`config.mk`:
```
export PLATFORM = sky130hd
export DESIGN_NAME = xy_output_arbiter
export DESIGN_NICKNAME = d
export VERILOG_FILES = /design/src/rtl/router_pkg.sv /design/src/rtl/rr_picker.sv /design/src/rtl/xy_output_arbiter.sv
export SDC_FILE = /design/constraint.sdc
export NUM_CORES = 1
export LEC_CHECK = 0
export CORE_AREA = 2 2 103 105
export DETAILED_ROUTE_END_ITERATION = 10
export DIE_AREA = 0 0 105 107
export DONT_BUFFER_PORTS = 1
export GPL_TIMING_DRIVEN = 0
export PLACE_DENSITY_LB_ADDON = 0.05
export SLEW_MARGIN = 25
export SYNTH_ARGS = -nofsm -noshare
export SYNTH_HDL_FRONTEND = slang
export SYNTH_SLANG_ARGS = --single-unit
```
`constraint.sdc`:
```
create_clock -name clk_i -period 11.6 [get_ports clk_i]
set_input_delay 2.32 -clock clk_i [delete_from_list [all_inputs] [get_ports clk_i]]
set_output_delay 2.32 -clock clk_i [all_outputs]
set_load 0.05 [all_outputs]
```
`src/rtl/router_pkg.sv`:
```
// Shared definitions for the XY mesh router: port indices, widths and the
// output-arbiter state type.
package router_pkg;

    localparam int unsigned N_PORTS    = 5;
    localparam int unsigned FLIT_WIDTH = 40;
    localparam int unsigned PTR_WIDTH  = $clog2(N_PORTS);

    // Input channel index order, also the round-robin scan order.
    typedef enum logic [2:0] {
        PortHome  = 3'd0,
        PortNorth = 3'd1,
        PortEast  = 3'd2,
        PortSouth = 3'd3,
        PortWest  = 3'd4
    } port_idx_t;

    typedef enum logic {
        IDLE,
        LOCKED
    } arb_state_t;

endpackage

```
`src/rtl/rr_picker.sv`:
```
// Combinational round-robin picker: returns the one-hot first set request
// found when scanning upward from ptr with wrap-around.
module rr_picker #(
    parameter int unsigned NUM_REQ   = 5,
    parameter int unsigned PTR_WIDTH = 3
) (
    input  logic [NUM_REQ-1:0]   req,
    input  logic [PTR_WIDTH-1:0] ptr,
    output logic [NUM_REQ-1:0]   winner
);

    logic                 found;
    logic [PTR_WIDTH-1:0] idx;

    // Circular scan starting at ptr; the first hit wins.
    always_comb begin
        winner = '0;
        found  = 1'b0;
        idx    = '0;
        for (int unsigned i = 0; i < NUM_REQ; i++) begin
            idx = PTR_WIDTH'((32'(ptr) + i) % NUM_REQ);
            if (!found && req[idx]) begin
                winner[idx] = 1'b1;
                found       = 1'b1;
            end
        end
    end

endmodule

```
`src/rtl/xy_output_arbiter.sv`:
```
// Packet-granular round-robin arbiter and AXIS output mux for one router
// output link. Locks onto one input until its TLAST beat transfers.
module xy_output_arbiter
    import router_pkg::*;
#(
    parameter int unsigned NUM_PORTS  = N_PORTS,
    parameter int unsigned DATA_WIDTH = FLIT_WIDTH
) (
    input  logic                                 clk_i,
    input  logic                                 rst_i,
    input  logic [NUM_PORTS-1:0]                 req_valid_i,
    input  logic [NUM_PORTS-1:0][DATA_WIDTH-1:0] req_data_i,
    input  logic [NUM_PORTS-1:0]                 req_last_i,
    output logic [NUM_PORTS-1:0]                 req_ready_o,
    output logic                                 out_valid_o,
    output logic [DATA_WIDTH-1:0]                out_data_o,
    output logic                                 out_last_o,
    input  logic                                 out_ready_i,
    output logic [NUM_PORTS-1:0]                 grant_o,
    output logic                                 busy_o
);

    localparam int unsigned PtrW = (NUM_PORTS > 1) ? $clog2(NUM_PORTS) : 1;

    arb_state_t             state_q, state_d;
    logic [NUM_PORTS-1:0]   grant_q, grant_d;
    logic [NUM_PORTS-1:0]   pick;
    logic [PtrW-1:0]        rr_ptr_q, rr_ptr_d;
    logic [PtrW-1:0]        grant_idx;
    logic                   mux_valid;
    logic                   mux_last;
    logic [DATA_WIDTH-1:0]  mux_data;
    logic                   pkt_end;

    rr_picker #(
        .NUM_REQ  (NUM_PORTS),
        .PTR_WIDTH(PtrW)
    ) u_rr_picker (
        .req   (req_valid_i),
        .ptr   (rr_ptr_q),
        .winner(pick)
    );

    // AND-OR mux; grant_q is all zero outside LOCKED so everything idles low.
    always_comb begin
        mux_valid   = 1'b0;
        mux_last    = 1'b0;
        mux_data    = '0;
        for (int unsigned i = 0; i < NUM_PORTS; i++) begin
            mux_valid = mux_valid | (grant_q[i] & req_valid_i[i]);
            mux_last  = mux_last  | (grant_q[i] & req_last_i[i]);
            mux_data  = mux_data  | ({DATA_WIDTH{grant_q[i]}} & req_data_i[i]);
        end
        req_ready_o = grant_q & {NUM_PORTS{out_ready_i}};
    end

    assign out_valid_o = mux_valid;
    assign out_last_o  = mux_last;
    assign out_data_o  = mux_data;
    assign grant_o     = grant_q;
    assign pkt_end     = (state_q == LOCKED) & mux_valid & out_ready_i & mux_last;

    // Binary index of the locked input, used to rotate priority past it.
    always_comb begin
        grant_idx = '0;
        for (int unsigned i = 0; i < NUM_PORTS; i++) begin
            if (grant_q[i]) begin
                grant_idx = PtrW'(i);
            end
        end
    end

    // FSM state register.
    always_ff @(posedge clk_i or posedge rst_i) begin
        if (rst_i) begin
            state_q <= IDLE;
        end else begin
            state_q <= state_d;
        end
    end

    // FSM next state: lock on any request, release on the TLAST handshake.
    always_comb begin
        state_d = state_q;
        case (state_q)
            IDLE:    if (|req_valid_i) state_d = LOCKED;
            LOCKED:  if (pkt_end)      state_d = IDLE;
            default: state_d = IDLE;
        endcase
    end

    // FSM outputs.
    always_comb begin
        busy_o = (state_q == LOCKED);
    end

    // Grant and priority pointer next values.
    always_comb begin
        grant_d  = grant_q;
        rr_ptr_d = rr_ptr_q;
        if (state_q == IDLE) begin
            grant_d = pick;
        end else if (pkt_end) begin
            grant_d  = '0;
            rr_ptr_d = (grant_idx == PtrW'(NUM_PORTS - 1)) ? '0 : grant_idx + PtrW'(1);
        end
    end

    // Grant and pointer registers.
    always_ff @(posedge clk_i or posedge rst_i) begin
        if (rst_i) begin
            grant_q  <= '0;
            rr_ptr_q <= '0;
        end else begin
            grant_q  <= grant_d;
            rr_ptr_q <= rr_ptr_d;
        end
    end

endmodule

```
==> results of run 1 <==
## cells in the final DEF, fill, tap and decap left out, types with 8 or more instances in the layout
| cell | n |
|---|---|
| a222oi_1 | 42 |
| nand4_1 | 8 |
| nor2_1 | 15 |
| a22oi_1 | 44 |
| a21oi_1 | 15 |
| inv_1 | 19 |
| nand2b_1 | 12 |
| ha_1 | 21 |
| dfrtp_1 | 9 |
| clkbuf_1 | 34 |
| nand2_1 | 78 |
## worst max-delay path by stage
stage                        to  slack (ps)
floorplan           out_valid_o        6090
global placement    out_valid_o        5870
detailed placement  out_valid_o        5880
CTS                 out_valid_o        5870
global route         grant_o[2]        5410
finish              out_valid_o        5860
## metal layers
| layer | up-vias | track usage | share of wire |
|---|---|---|---|
| li1 | 1785 | - | - |
| met4 | 0 | 0.125 | 0.047 |
| met5 | - | 0 | 0 |
| met1 | 1857 | 0.278 | 0.38 |
| met3 | 40 | 0.0468 | 0.079 |
| met2 | 245 | 0.432 | 0.49 |
## metrics by stage
stage,setup WS (ps),total power [uW],cells
2_1_floorplan,6090,1310,441
3_3_place_gp,5870,1580,577
3_5_place_dp,5880,1580,577
4_1_cts,5870,1630,581
5_1_grt,5410,1750,584
6_report,5860,1630,584
## where the power goes
part / switching [uW] / internal (uW) / total (uW) / leakage [uW]
clock network: 13.5 / 24.1 / 37.6 / 0.0000228
registers: 61.1 / 46.1 / 107 / 0.000111
logic: 1070 / 424 / 1490 / 0.00117
## flip-flops by register name, indices dropped and copies added, names as in the netlist
signal / count
busy_o: 1
rr_ptr_q: 3
grant_o: 5
## synthesized netlist by cell type (3+ instances only)
library cell  number  share of area
o21ai_0            7          0.011
buf_2              4         0.0064
a32oi_1            3         0.0085
or3_1              3         0.0060
a211o_1            5          0.014
clkbuf_1          33          0.040
mux2_2             3          0.011
nand4_1            8          0.016
a22oi_1           44           0.11
a222oi_1          42           0.14
buf_1              6         0.0072
o211ai_1           7          0.017
ha_1              21          0.085
a21o_1             3         0.0072
a31oi_1            6          0.012
nor2b_1            7          0.014
nand3_1            7          0.011
nor3_1             4         0.0064
and2_1             7          0.014
dfrtp_1            9          0.072
nor2_1            15          0.018
xnor2_1            4          0.011
nand2_1           78          0.094
nand2b_1          12          0.024
a21oi_1           15          0.024
a211oi_1           7          0.017
inv_1             19          0.023
o41ai_1            3         0.0085
mux2i_1            6          0.019
## final cells by class
cell class	count	area (um^2)	area share
Tap cell	136	170	0.0511
Antenna cell	3	7.51	0.00225
Buffer	44	174	0.0522
Multi-Input combinational cell	368	2630	0.791
Clock buffer	4	45.0	0.0135
Inverter	20	75.1	0.0225
Sequential cell	9	225	0.0676
## worst min-delay path: cells and delay by family (launching register included)
family                 cells  cell delay (ps)
AOI/OAI and AO/OA          1               70
buffers and inverters      1              250
DFF                        1              500
and+or+nand+nor            1               70
## cells by family (layout without fill, tap and decap cells)
kind of cell,count (synthesis),in the layout
AOI/OAI and AO/OA,177,177
xor gates and xnor gates,6,6
adders and majority gates,21,21
buffers and inverters,64,68
DFF,9,9
muxes,9,9
other,0,3
and+or+nand+nor,155,155
==> impl_metrics.env, run 1 <==
export IMPL_outcome="completed"
export IMPL_placementRows=37
export IMPL_path_cells="clkbuf_1 -> a22oi_1 -> nand2_1"
export IMPL_rsz0062_at_grt="false"
export IMPL_final_max_slew_violation_count=0
export IMPL_ys_warn_count=0
export IMPL_grt_pass1_wl_mm=21.3
export IMPL_cp_start_kind="input port"
export IMPL_critPathSlowestCell="nand2_1"
export IMPL_ir_worst_vdd_v=0.000173
export IMPL_die_w_um=105
export IMPL_synth_cell_types=72
export IMPL_max_freq_ghz=0.174
export IMPL_crit_arrival_ps=3420
export IMPL_cts_tree="built"
export IMPL_synth_area_um2=3110
export IMPL_fin_area_um2=3330
export IMPL_tightest_slew_ps=714
export IMPL_grt_usage=0.244
export IMPL_ys_seq_area_frac=0.0725
export IMPL_maxSlewHeadroom=0.512
export IMPL_startpoint="req_valid_i[3]"
export IMPL_power_leakage_uw=0.00130
export IMPL_ios=266
export IMPL_period_share=0.495
export IMPL_ys_ff_latch=9
export IMPL_ctsHoldBuffers=0
export IMPL_synthAdderAreaFrac=0.0846
export IMPL_cap_viol_max_count=0
export IMPL_place_congestion=0.897
export IMPL_crit_family="simple AND/OR/NAND/NOR gates"
export IMPL_drt_pass1_iterations=7
export IMPL_synth_top_family_by_area="compound AO/OA/AOI/OAI gates"
export IMPL_io_buffers=0
export IMPL_hold_class="flip-flop to flip-flop"
export IMPL_clock_latency_ps=230
export IMPL_reg2reg_slack_ps=5980
export IMPL_drc=0
export IMPL_muxShareOfSynthArea=0.0302
export IMPL_reg2reg_from="rr_ptr_q[0]"
export IMPL_grt_pass1_vias=3650
export IMPL_reg2regPathDepth=20
export IMPL_dieArea_um2=11200
export IMPL_floorplan_core_area_um2=10100
export IMPL_drive_above_1_share=0.0562
export IMPL_dpl_cell_area_um2=3280
export IMPL_syn_mean_instance_area_um2=7.04
export IMPL_critical_path_class="input port to primary output"
export IMPL_hold_violations=0
export IMPL_cp_buffers_inverters=1
export IMPL_antenna_found_initial=3
export IMPL_yosys_area_share_simple=0.241
export IMPL_wl_mm=15.2
export IMPL_cts_root_buffer="clkbuf_8"
export IMPL_final_core_util=0.330
export IMPL_grt_max_degree=14
export IMPL_dp_hpwl_mm=12.8
export IMPL_ys_flop_type="dfrtp_1"
export IMPL_initial_core_util=0.308
export IMPL_synth_compound_area_frac=0.472
export IMPL_path_depth=3
export IMPL_synth_xor_area_frac=0.0193
export IMPL_num_vias=3927
export IMPL_r2r_end="grant_o[2]"
export IMPL_syn_num_nets=675
export IMPL_postSynthCellCount=441
export IMPL_cts_buffer_depth=2
export IMPL_hp_start="rr_ptr_q[2]"
export IMPL_cts_setup_buffers=0
export IMPL_cts_made_buffers=3
export IMPL_cts_num_sinks=9
export IMPL_period_needed_ps=5740
export IMPL_skew_ps=1.71
export IMPL_htreeDepth=1
export IMPL_crit_fanout=10
export IMPL_cpPeakStageDelay_ps=490
export IMPL_cts_resized=0
export IMPL_crit_required_ps=9280
export IMPL_power_per_cell_area_nw_per_um2=491
export IMPL_clk_pin_slew_ps=50
export IMPL_grt_remaining_overflow=0
export IMPL_n_fill_cell=1116
export IMPL_antenna_left=0
export IMPL_dieHeight_um=107
export IMPL_endpoint_kind="primary output"
export IMPL_setup_violations=0
export IMPL_whs_ps=925
export IMPL_drt_initial_drc_count=467
export IMPL_ys_async_sr_fraction=1.00
export IMPL_area_delta_synth_final_pct=7.17
export IMPL_post_drt_wl_per_cell_um=26.1
export IMPL_fin_nets=680
export IMPL_fin_setup_tns_ps=0
export IMPL_holdPathEnd="rr_ptr_q[2]"
export IMPL_via_per_inst=6.72
export IMPL_synth_edff_count=0
export IMPL_hold_depth=3
Note: power is estimated with default switching activity, not from simulation.
==> inputs of run 2 (changes only) <==
Clock period 11.6 ns to 5.9 ns, I/O delays scaled along.
==> run 2 against run 1 <==
Sequential share of layout area about the same. Clock skew up 1.3 ps. Critical path depth up 15. Largest cell class unchanged. Clock-buffer cell count unchanged. Final cell count down 0.17%. Combinational power up 97%. Worst hold slack worse by 120 ps. Global-route usage unchanged. Power up 97%.
==> impl_metrics.env, run 2 (synthesized netlist as in run 1, its figures left out) <==
export IMPL_outcome="completed"
export IMPL_dp_hpwl_mm=12.8
export IMPL_final_core_util=0.330
export IMPL_p_comb_frac=0.912
export IMPL_num_vias=3904
export IMPL_max_freq_ghz=0.188
export IMPL_drive_above_1_share=0.0586
export IMPL_layout_common_cells="nand2_1 (78), a22oi_1 (44), a222oi_1 (42)"
export IMPL_ir_worst_vdd_v=0.000339
export IMPL_p_sw_frac=0.697
export IMPL_htreeDepth=1
export IMPL_reg2regPathDepth=18
export IMPL_final_max_slew_violation_count=0
export IMPL_fin_nets=679
export IMPL_antenna_found_initial=3
export IMPL_grt_pass1_vias=3650
export IMPL_largest_reg_flops=5
export IMPL_cts_num_sinks=9
export IMPL_reg2reg_slack_ps=580
export IMPL_drc=0
export IMPL_place_congestion=0.897
export IMPL_drt_pass1_iterations=8
export IMPL_clkPwrFrac=0.023
export IMPL_dieHeight_um=107
export IMPL_power_leakage_uw=0.00130
export IMPL_cts_tree="built"
export IMPL_grt_max_degree=14
export IMPL_clk_pin_slew_ps=50
export IMPL_internal_power_uw=972
export IMPL_r2r_end="grant_o[2]"
export IMPL_wl_mm=15.2
export IMPL_antenna_left=0
export IMPL_clock_latency_ps=240
export IMPL_tightest_slew_ps=708
export IMPL_floorplan_core_area_um2=10100
export IMPL_hold_class="input port to asynchronous set/reset pin"
export IMPL_drt_initial_drc_count=505
export IMPL_cp_start_kind="flip-flop"
export IMPL_fin_setup_tns_ps=0
export IMPL_dp_cells=577
export IMPL_via_per_inst=6.70
export IMPL_dieArea_um2=11200
export IMPL_layout_commonest_cell="nand2_1"
export IMPL_grt_remaining_overflow=0
export IMPL_post_drt_wl_per_cell_um=26.1
export IMPL_io_buffers=0
export IMPL_grt_pass1_wl_mm=21.3
export IMPL_reg2reg_from="rr_ptr_q[0]"
export IMPL_rsz0062_at_grt="false"
export IMPL_area_delta_synth_final_pct=7.21
export IMPL_grt_usage=0.244
export IMPL_initial_core_util=0.308
export IMPL_cap_viol_max_count=0
export IMPL_critical_path_class="flip-flop to flip-flop"
export IMPL_crit_required_ps=6010
export IMPL_maxSlewHeadroom=0.516
export IMPL_ios=266
export IMPL_power_per_cell_area_nw_per_um2=965
export IMPL_hold_violations=0
export IMPL_crit_fanout=15
export IMPL_cts_root_buffer="clkbuf_8"
export IMPL_skew_ps=3.03
export IMPL_placementRows=37
export IMPL_cts_made_buffers=3
export IMPL_setup_violations=0
export IMPL_cts_buffer_depth=2
export IMPL_n_fill_cell=1113
export IMPL_period_share=0.902
export IMPL_die_w_um=105
export IMPL_p_seq_frac=0.065
export IMPL_fin_cells=583
export IMPL_period_needed_ps=5320
export IMPL_p_sw_uw=2240
export IMPL_crit_arrival_ps=5440
export IMPL_endpoint_kind="flip-flop"
-- run 2: changes by cell type in the layout (fill, tap and decap cells not counted), sizes merged --
cell	previous run	this run
inv	20	19
clkinvlp	0	1
clkbuf	37	36
-- run 2: what timing repair did --
action,CTS,global route
setup endpoints to repair,0,5
gates resized for setup,0,2
hold buffers,0,0
buffers inserted,0,0
-- run 2: through the flow --
stage	power, uW	cell area [um^2]	hold WS (ps)	worst slack, ps
finish	3210	3330	808	578
detailed placement	3110	3280	910	284
CTS	3200	3320	821	235
global route	3440	3330	830	74.6
floorplan	2570	3110	784	1360
global placement	3100	3280	892	223
-- run 2: final cells by class --
type                       instances  area [um^2]  area share
buffer                            43          170      0.0511
multi-input combinational        368         2630       0.791
clock buffer                       4         45.0      0.0135
tap                              136          170      0.0511
inverter                          20         78.8      0.0237
sequential                         9          225      0.0676
antenna                            3         7.51     0.00225
-- run 2: worst max path at each step --
| stage | start | to |
|---|---|---|
| after detailed placement | rr_ptr_q[0] | grant_o[2] |
| after global placement | rr_ptr_q[0] | grant_o[2] |
| final | rr_ptr_q[0] | grant_o[2] |
| after global routing | rr_ptr_q[0] | grant_o[2] |
| after floorplan | rr_ptr_q[0] | grant_o[1] |
| after CTS | rr_ptr_q[0] | grant_o[2] |
-- run 2: routing by layer --
metal | share of wire | track usage
met2 | 0.49 | 0.432
met4 | 0.051 | 0.125
met3 | 0.080 | 0.0468
met5 | 0 | 0
met1 | 0.38 | 0.278
-- run 2: power by group through the flow --
stage	logic (uW)	clock network [uW]	registers (uW)
after floorplan	2380	0	188
final	2930	74.3	210
after global placement	2890	0	213
after detailed placement	2900	0	212
after CTS	2920	75.7	211
after global routing	3150	78.2	216
-- run 2: worst max-delay path: stages (launching register included) --
cell        delay, ps
dfrtp_1           510
buf_2             290
clkinvlp_4        320
ha_1              460
buf_2             270
inv_1             110
ha_1              220
or3_1             320
and2_1            190
xnor2_1           320
inv_1             140
ha_1              250
a2111oi_1         420
a21o_1            240
a211oi_1           80
nand4bb_1         280
nor3_2            320
a221oi_2          120
a22oi_1           310
